## src/rtl/axi_wr_arbiter_rr.sv

```systemverilog
// Round-robin AXI write arbiter: grants one burst per request, streams it from the
// granted channel's line buffer onto AW/W, and keeps a per-channel frame write pointer.
module axi_wr_arbiter_rr #(
    parameter int CH_NUM          = 5,
    parameter int CTRL_ADDR_WIDTH = 28,
    parameter int MEM_DQ_WIDTH    = 32,
    parameter int BURST_LEN       = 16,
    parameter int ADDR_STEP       = 128,
    parameter int FRAME_BURSTS    = 1050,
    parameter int BUF_AW          = 10
) (
    input  logic                              clk,
    input  logic                              rst_n,
    input  logic [CH_NUM-1:0]                 ch_req,
    input  logic [CH_NUM-1:0]                 ch_fsync,
    input  logic [CH_NUM*CTRL_ADDR_WIDTH-1:0] ch_base_addr,
    input  logic [CH_NUM*MEM_DQ_WIDTH*8-1:0]  ch_rd_data,
    output logic [CH_NUM-1:0]                 buf_rd_en,
    output logic [BUF_AW-1:0]                 buf_rd_addr,
    output logic [CH_NUM-1:0]                 ch_done,
    output logic [CTRL_ADDR_WIDTH-1:0]        axi_awaddr,
    output logic [3:0]                        axi_awid,
    output logic [3:0]                        axi_awlen,
    output logic [2:0]                        axi_awsize,
    output logic [1:0]                        axi_awburst,
    output logic                              axi_awvalid,
    input  logic                              axi_awready,
    output logic [MEM_DQ_WIDTH*8-1:0]         axi_wdata,
    output logic [MEM_DQ_WIDTH-1:0]           axi_wstrb,
    output logic                              axi_wvalid,
    input  logic                              axi_wready,
    input  logic                              axi_wlast,
    input  logic [3:0]                        axi_bid,
    output logic                              busy
);

    localparam int DW  = MEM_DQ_WIDTH * 8;
    localparam int AW  = CTRL_ADDR_WIDTH;
    localparam int GW  = (CH_NUM > 1) ? $clog2(CH_NUM) : 1;
    localparam int BCW = $clog2(BURST_LEN) + 1;
    localparam int FCW = $clog2(FRAME_BURSTS + 1);

    localparam logic [2:0] S_IDLE = 3'd0;
    localparam logic [2:0] S_ARB  = 3'd1;
    localparam logic [2:0] S_AW   = 3'd2;
    localparam logic [2:0] S_W    = 3'd3;
    localparam logic [2:0] S_DONE = 3'd4;

    logic [2:0]        state_q, state_d;
    logic [GW-1:0]     grant_q, grant_d;
    logic [GW-1:0]     rr_q, rr_d;
    logic [BCW-1:0]    beat_cnt_q, beat_cnt_d;
    logic              init_q, init_d;
    logic [CH_NUM-1:0] fsync_pend_q, fsync_pend_d;
    logic [AW-1:0]     wr_ptr_q [CH_NUM];
    logic [AW-1:0]     wr_ptr_d [CH_NUM];
    logic [FCW-1:0]    burst_cnt_q [CH_NUM];
    logic [FCW-1:0]    burst_cnt_d [CH_NUM];

    logic           aw_hs;
    logic           w_hs;
    logic           last_beat;
    logic           rd_fire;
    logic [BCW-1:0] beat_nxt;
    logic           arb_found;
    logic [GW-1:0]  arb_pick;
    logic           unused_bid;

    assign unused_bid = ^axi_bid;

    assign aw_hs     = (state_q == S_AW) && axi_awready;
    assign w_hs      = (state_q == S_W) && axi_wready;
    assign beat_nxt  = beat_cnt_q + BCW'(1);
    // The internal beat count ends the burst even if the controller never raises wlast.
    assign last_beat = w_hs && (axi_wlast || (beat_cnt_q == BCW'(BURST_LEN - 1)));
    assign rd_fire   = aw_hs || (w_hs && !last_beat);

    assign buf_rd_addr = (w_hs && !last_beat) ? BUF_AW'(beat_nxt) : '0;

    assign axi_awvalid = (state_q == S_AW);
    assign axi_wvalid  = (state_q == S_W);
    assign busy        = (state_q != S_IDLE);
    assign axi_awid    = 4'(grant_q);
    assign axi_awlen   = 4'(BURST_LEN - 1);
    assign axi_awsize  = 3'b101;
    assign axi_awburst = 2'b01;
    assign axi_wstrb   = '1;

    // Round-robin search: channels above the last grant first, then wrap to the bottom.
    always_comb begin
        arb_found = 1'b0;
        arb_pick  = rr_q;
        for (int i = 0; i < CH_NUM; i++) begin
            if (!arb_found && ch_req[i] && (GW'(i) > rr_q)) begin
                arb_found = 1'b1;
                arb_pick  = GW'(i);
            end
        end
        for (int i = 0; i < CH_NUM; i++) begin
            if (!arb_found && ch_req[i] && (GW'(i) <= rr_q)) begin
                arb_found = 1'b1;
                arb_pick  = GW'(i);
            end
        end
    end

    always_comb begin
        // NOTE: every signal written here gets a default first, so no latch is inferred.
        axi_awaddr = '0;
        axi_wdata  = '0;
        buf_rd_en  = '0;
        ch_done    = '0;
        for (int k = 0; k < CH_NUM; k++) begin
            if (grant_q == GW'(k)) begin
                axi_awaddr   = wr_ptr_q[k];
                axi_wdata    = ch_rd_data[k*DW +: DW];
                buf_rd_en[k] = rd_fire;
                ch_done[k]   = (state_q == S_DONE);
            end
        end
    end

    always_comb begin
        state_d    = state_q;
        grant_d    = grant_q;
        rr_d       = rr_q;
        beat_cnt_d = beat_cnt_q;
        unique case (state_q)
            S_IDLE: if (|ch_req) state_d = S_ARB;
            S_ARB: begin
                if (arb_found) begin
                    grant_d = arb_pick;
                    rr_d    = arb_pick;
                    state_d = S_AW;
                end else begin
                    state_d = S_IDLE;
                end
            end
            S_AW: begin
                beat_cnt_d = '0;
                if (axi_awready) state_d = S_W;
            end
            S_W: begin
                if (w_hs) begin
                    beat_cnt_d = beat_nxt;
                    if (last_beat) state_d = S_DONE;
                end
            end
            S_DONE:  state_d = S_IDLE;
            default: state_d = S_IDLE;
        endcase
    end

    // Frame pointers: a frame sync on the channel being served waits for DONE.
    always_comb begin
        init_d       = 1'b0;
        fsync_pend_d = fsync_pend_q;
        wr_ptr_d     = wr_ptr_q;
        burst_cnt_d  = burst_cnt_q;
        for (int k = 0; k < CH_NUM; k++) begin
            if (init_q) begin
                wr_ptr_d[k]     = ch_base_addr[k*AW +: AW];
                burst_cnt_d[k]  = '0;
                fsync_pend_d[k] = 1'b0;
            end else if ((state_q == S_DONE) && (grant_q == GW'(k))) begin
                fsync_pend_d[k] = 1'b0;
                if (fsync_pend_q[k] || ch_fsync[k] ||
                    (burst_cnt_q[k] == FCW'(FRAME_BURSTS - 1))) begin
                    wr_ptr_d[k]    = ch_base_addr[k*AW +: AW];
                    burst_cnt_d[k] = '0;
                end else begin
                    wr_ptr_d[k]    = wr_ptr_q[k] + AW'(ADDR_STEP);
                    burst_cnt_d[k] = burst_cnt_q[k] + FCW'(1);
                end
            end else if (ch_fsync[k]) begin
                if (((state_q == S_AW) || (state_q == S_W)) && (grant_q == GW'(k))) begin
                    fsync_pend_d[k] = 1'b1;
                end else begin
                    wr_ptr_d[k]    = ch_base_addr[k*AW +: AW];
                    burst_cnt_d[k] = '0;
                end
            end
        end
    end

    always_ff @(posedge clk or negedge rst_n) begin
        if (!rst_n) begin
            state_q      <= S_IDLE;
            grant_q      <= '0;
            rr_q         <= GW'(CH_NUM - 1);
            beat_cnt_q   <= '0;
            fsync_pend_q <= '0;
            // NOTE: the base address is an input, not a constant, so pointers clear here
            // and init_q loads ch_base_addr on the first clock after release.
            init_q       <= 1'b1;
            for (int k = 0; k < CH_NUM; k++) begin
                wr_ptr_q[k]    <= '0;
                burst_cnt_q[k] <= '0;
            end
        end else begin
            // NOTE: sequential state is updated with non-blocking assignments only.
            state_q      <= state_d;
            grant_q      <= grant_d;
            rr_q         <= rr_d;
            beat_cnt_q   <= beat_cnt_d;
            fsync_pend_q <= fsync_pend_d;
            init_q       <= init_d;
            wr_ptr_q     <= wr_ptr_d;
            burst_cnt_q  <= burst_cnt_d;
        end
    end

endmodule

```

## config.mk

```make
export PLATFORM = sky130hd
export DESIGN_NAME = axi_wr_arbiter_rr
export DESIGN_NICKNAME = d
export VERILOG_FILES = /design/src/rtl/axi_wr_arbiter_rr.sv
export SDC_FILE = /design/constraint.sdc
export NUM_CORES = 1
export LEC_CHECK = 0
export ABC_AREA = 1
export BUFFER_PORTS_ARGS = -buffer_cell sky130_fd_sc_hd__buf_2
export CAP_MARGIN = 20
export CORE_AREA = 2 2 706 708
export CTS_CLUSTER_DIAMETER = 30
export DETAILED_ROUTE_END_ITERATION = 8
export DIE_AREA = 0 0 708 710
export PLACE_DENSITY_LB_ADDON = 0.08
export SYNTH_ARGS = -nofsm -noshare
export SYNTH_HDL_FRONTEND = slang
export SYNTH_SLANG_ARGS = --single-unit
```

## constraint.sdc

```tcl
create_clock -name clk -period 2.06 [get_ports clk]
set_input_delay 0.103 -clock clk [delete_from_list [all_inputs] [get_ports clk]]
set_output_delay 0.103 -clock clk [all_outputs]
set_load 0.03 [all_outputs]
```

==> impl_metrics.csv <==
group,metric,value,unit
global_route,grt-ovfl-total,0,
clock_network,cts_tree,"yes",
status,status,"complete, but fails checks",
clock_network,clk_latency,0.73,ns
final_layout,drive_above_1_share,50.2,%
final_layout,fin_area,54700,µm²
placed_design,dp_cells,12000,
logic_synthesis,synth_warnings,0,
detailed_routing,vias_per_cell,3.05,
global_route,antenna_found_initial,501,
worst_setup_path,crit_slowest_cell,"dfrtp_1",
detailed_routing,drt_iter0_drc,2407,
min_path,hold_class,"in -> reg",
detailed_routing,drc,0,
detailed_routing,vias,38600,
worst_setup_path,path_max_fanout,11,
worst_setup_path,critical_path_buf_inv_count,6,
pwr,power_density,1630,nW/µm²
clock_network,clock-sinks,213,
worst_setup_path,crit_top_cell,"buf_6",
sta,period_share,149,%
pwr,ir_worst_vdd,733,µV
worst_setup_path,arrival,2.98,ns
detailed_routing,ant_nets,0,
worst_setup_path,crit_chain,"buf_6 -> inv_6 -> nand3_4 -> inv_16 -> buf_16 -> buf_6 -> a22o_1 -> a21oi_1 -> nand3_1 -> buf_2",
logic_synthesis,synth_edf_count,0,
sta,setup-violations-final,487,
global_route,grt_pass1_vias,38000,
final_layout,final_common_cell,"buf_2",
placed_design,portBuffers,1739,
pwr,switching_power,0.0476,W
floorplanning,die_w,708,µm
sta,finClkSkew,0.0665,ns
global_route,grt_usage,16.6,%
final_layout,final_nets,7323,
placed_design,pre_cts_slack,-0.959,ns
detailed_routing,first_pass_iters,6,
clock_network,numCtsBuffers,111,
worst_setup_path,cp_data_required_time,1.96,ns
pwr,power_frac_clock,17.3,%
logic_synthesis,postSynth.asyncResetShare,100,%
pwr,power.leakage,24.1,nW
clock_network,clk_pin_slew,0.04,ns
sta,layout_setup_ws,-1.02,ns
pwr,switching_share,53.5,%
final_layout,layout.cells.non_filler,12700,
sta,finalMaxSlewViolations,0,
floorplanning,io_pins,1791,
detailed_routing,wire_per_inst,35.1,µm
floorplanning,die_h,710,µm
floorplanning,num_rows,259,
worst_setup_path,cp_top_family,"buffers and inverters",
floorplanning,start_util,4.22,%
worst_setup_path,cpPeakStageDelay,0.40,ns
logic_synthesis,synth_cell_type_count,46,
final_layout,fill_cells,58000,
final_layout,finish.utilization,11.0,%
logic_synthesis,syn-cell-area,20900,µm²
placed_design,place_congestion,1.03,
logic_synthesis,synthFlopType,"dfrtp_1",
flow_run,maxCapViolCount,0,
clock_network,clock-root-buffer,"clkbuf_16",
sta,rsz0062_at_grt,"true",
worst_setup_path,path_class,"reg -> out",
logic_synthesis,syn_area_per_cell,6.21,µm²
placed_design,hpwlAfterDp,403000,µm
worst_setup_path,cp-start-kind,"register",
detailed_routing,drt-total-wl,444000,µm
floorplanning,core_region_area,495000,µm²
pwr,sequentialPowerShare,6.1,%
clock_network,cts.path.max_buffers,3,
logic_synthesis,ys_ff_latch,213,
sta,layout_min_cycle_time,3.08,ns
sta,worst_pin_slew,0.606,ns
global_route,grt_max_degree,39,
pwr,comb_power_share,76.7,%
status,violations,"setup timing",
sta,hold_viol,0,
sta,max_slew_margin,59.6,%
pwr,p_int,0.0415,W
sta,holdWs,0.0581,ns
final_layout,final_cell_mix,"buf_2, nand2_1, buf_4, nand3_1, a22o_1",
clock_network,htreeDepth,3,
global_route,grt_pass1_wl,519000,µm
placed_design,placed_area,43300,µm²
logic_synthesis,postSynthCellCount,3365,
worst_setup_path,end_kind,"output port",
floorplanning,die-area,503000,µm²
final_layout,synthToLayoutAreaGrowth,162,%
sta,fmax,325,MHz
logic_synthesis,yosysSeqAreaShare,25.5,%
-- synth_stat cells, drive strengths merged, types with 3 or more instances --
cell type  instances  area (µm²)
dfrtp            211        5280
o22ai             31         194
nor3b              5        37.5
ha                17         213
o211ai            41         308
nand3b             6        45.0
nand3            413        2080
nor2             195         754
o221ai            18         158
a31oi              3        18.8
a21oi            327        1640
xor2              49         429
inv              216         811
nand2           1091        4100
o31ai              3        22.5
o21ai             82         410
nor3              62         327
xnor2              4        35.0
or2                6        37.5
clkbuf           131         493
a22o             263        2300
nand4             43         269
nor4               8        50.1
buf              118         691
a221oi             7        61.3
-- per-stage QoR --
| step | total power (W) | setup TNS, ns |
|---|---|---|
| 2_1_floorplan | 0.0261 | -0.425 |
| 3_3_place_gp | 0.0627 | -160.68 |
| 3_5_place_dp | 0.0626 | -139.75 |
| 5_1_grt | 0.0928 | -381.07 |
| 4_1_cts | 0.0843 | -356.01 |
| 6_report | 0.0891 | -299.63 |
-- what timing repair did --
item	CTS	global route
resized for setup	424	650
buffers inserted	39	48
gates cloned	10	18
hold buffers	155	0
endpoints found under the hold margin	377	0
pin swaps	35	61
endpoints found under the setup margin	485	497
-- path summary, 6_finish.rpt --
check / from / endpoint / slack (ns) / depth (start not counted)
max: grant_q[1]$_DFFE_PN0P_ / axi_wdata[181] / -1.02 / 10
min: axi_wlast / state_q[0]$_DFFE_PN0P_ / 0.06 / 6
max reg2reg: grant_q[1]$_DFFE_PN0P_ / wr_ptr_q[94]$_DFFE_PN0P_ / -0.54 / 15
min reg2reg: wr_ptr_q[2]$_DFFE_PN0P_ / wr_ptr_q[2]$_DFFE_PN0P_ / 0.47 / 2
max in group asynchronous: rst_n / wr_ptr_q[103]$_DFFE_PN0P_ / 1.64 / 3
min in group asynchronous: rst_n / wr_ptr_q[75]$_DFFE_PN0P_ / 0.07 / 3
-- routing by layer --
metal	GRT usage [%]	vias up	routed length [µm]	part of all wire, %
met2	27.7	2182	205000	46
met3	6.12	959	40800	9.2
met1	20.6	18500	186000	42
met5	0	-	1460	0.33
li1	-	16800	-	-
met4	2.74	222	11300	2.5
-- registers in the layout (all words and copies together), names as in the netlist --
register / count
beat_cnt_q: 5
burst_cnt_q: 55
fsync_pend_q: 5
grant_q: 3
init_q: 1
rr_q: 1
state_q: 3
wr_ptr_q: 140
-- power by group through the flow --
stage | clock, W | sequential, W | combinational (W)
detailed placement | 0 | 0.00544 | 0.0571
floorplan | 0 | 0.00521 | 0.0209
global route | 0.0162 | 0.00549 | 0.0712
CTS | 0.0159 | 0.00541 | 0.0630
finish | 0.0154 | 0.00539 | 0.0684
global placement | 0 | 0.00546 | 0.0573
-- area by class of cell --
type                            instances  area [µm²]  share of cell area [%]
Timing Repair Buffer                 2592       19700                    36.1
Multi-Input combinational cell       2731       16500                    30.2
Tap cell                             6525        8160                    14.9
Sequential cell                       213        5340                    9.76
Clock buffer                          188        3290                    6.01
Inverter                              218         901                    1.65
Antenna cell                          169         423                   0.773
Clock inverter                         21         309                   0.565
-- worst register-to-register path, stage by stage (launching register included) --
cell and delay [ns]:
dfrtp_1 0.41, buf_6 0.15, inv_6 0.06, nand3_4 0.16, inv_16 0.16, buf_16 0.20, buf_12 0.14, buf_4 0.12
nand2_1 0.07, nor3_1 0.18, nand2_1 0.11, nand2_1 0.14, inv_1 0.13, buf_12 0.17, nand2_1 0.13, o211ai_1 0.10
-- cell families (layout without fill, tap and decap cells) --
kind of cell / Yosys count / in the layout / share of synthesized area, %
XOR/XNOR: 53 / 53 / 2.22
adder cells (fa/ha/maj): 17 / 17 / 1.02
other: 2 / 217 / 0.0359
flip-flops: 213 / 213 / 25.5
buffers and inverters: 467 / 3019 / 9.58
AND/OR/NAND/NOR: 1830 / 1830 / 36.8
AO/OA/AOI/OAI: 783 / 783 / 24.8
(Power assumes the default switching activity.)
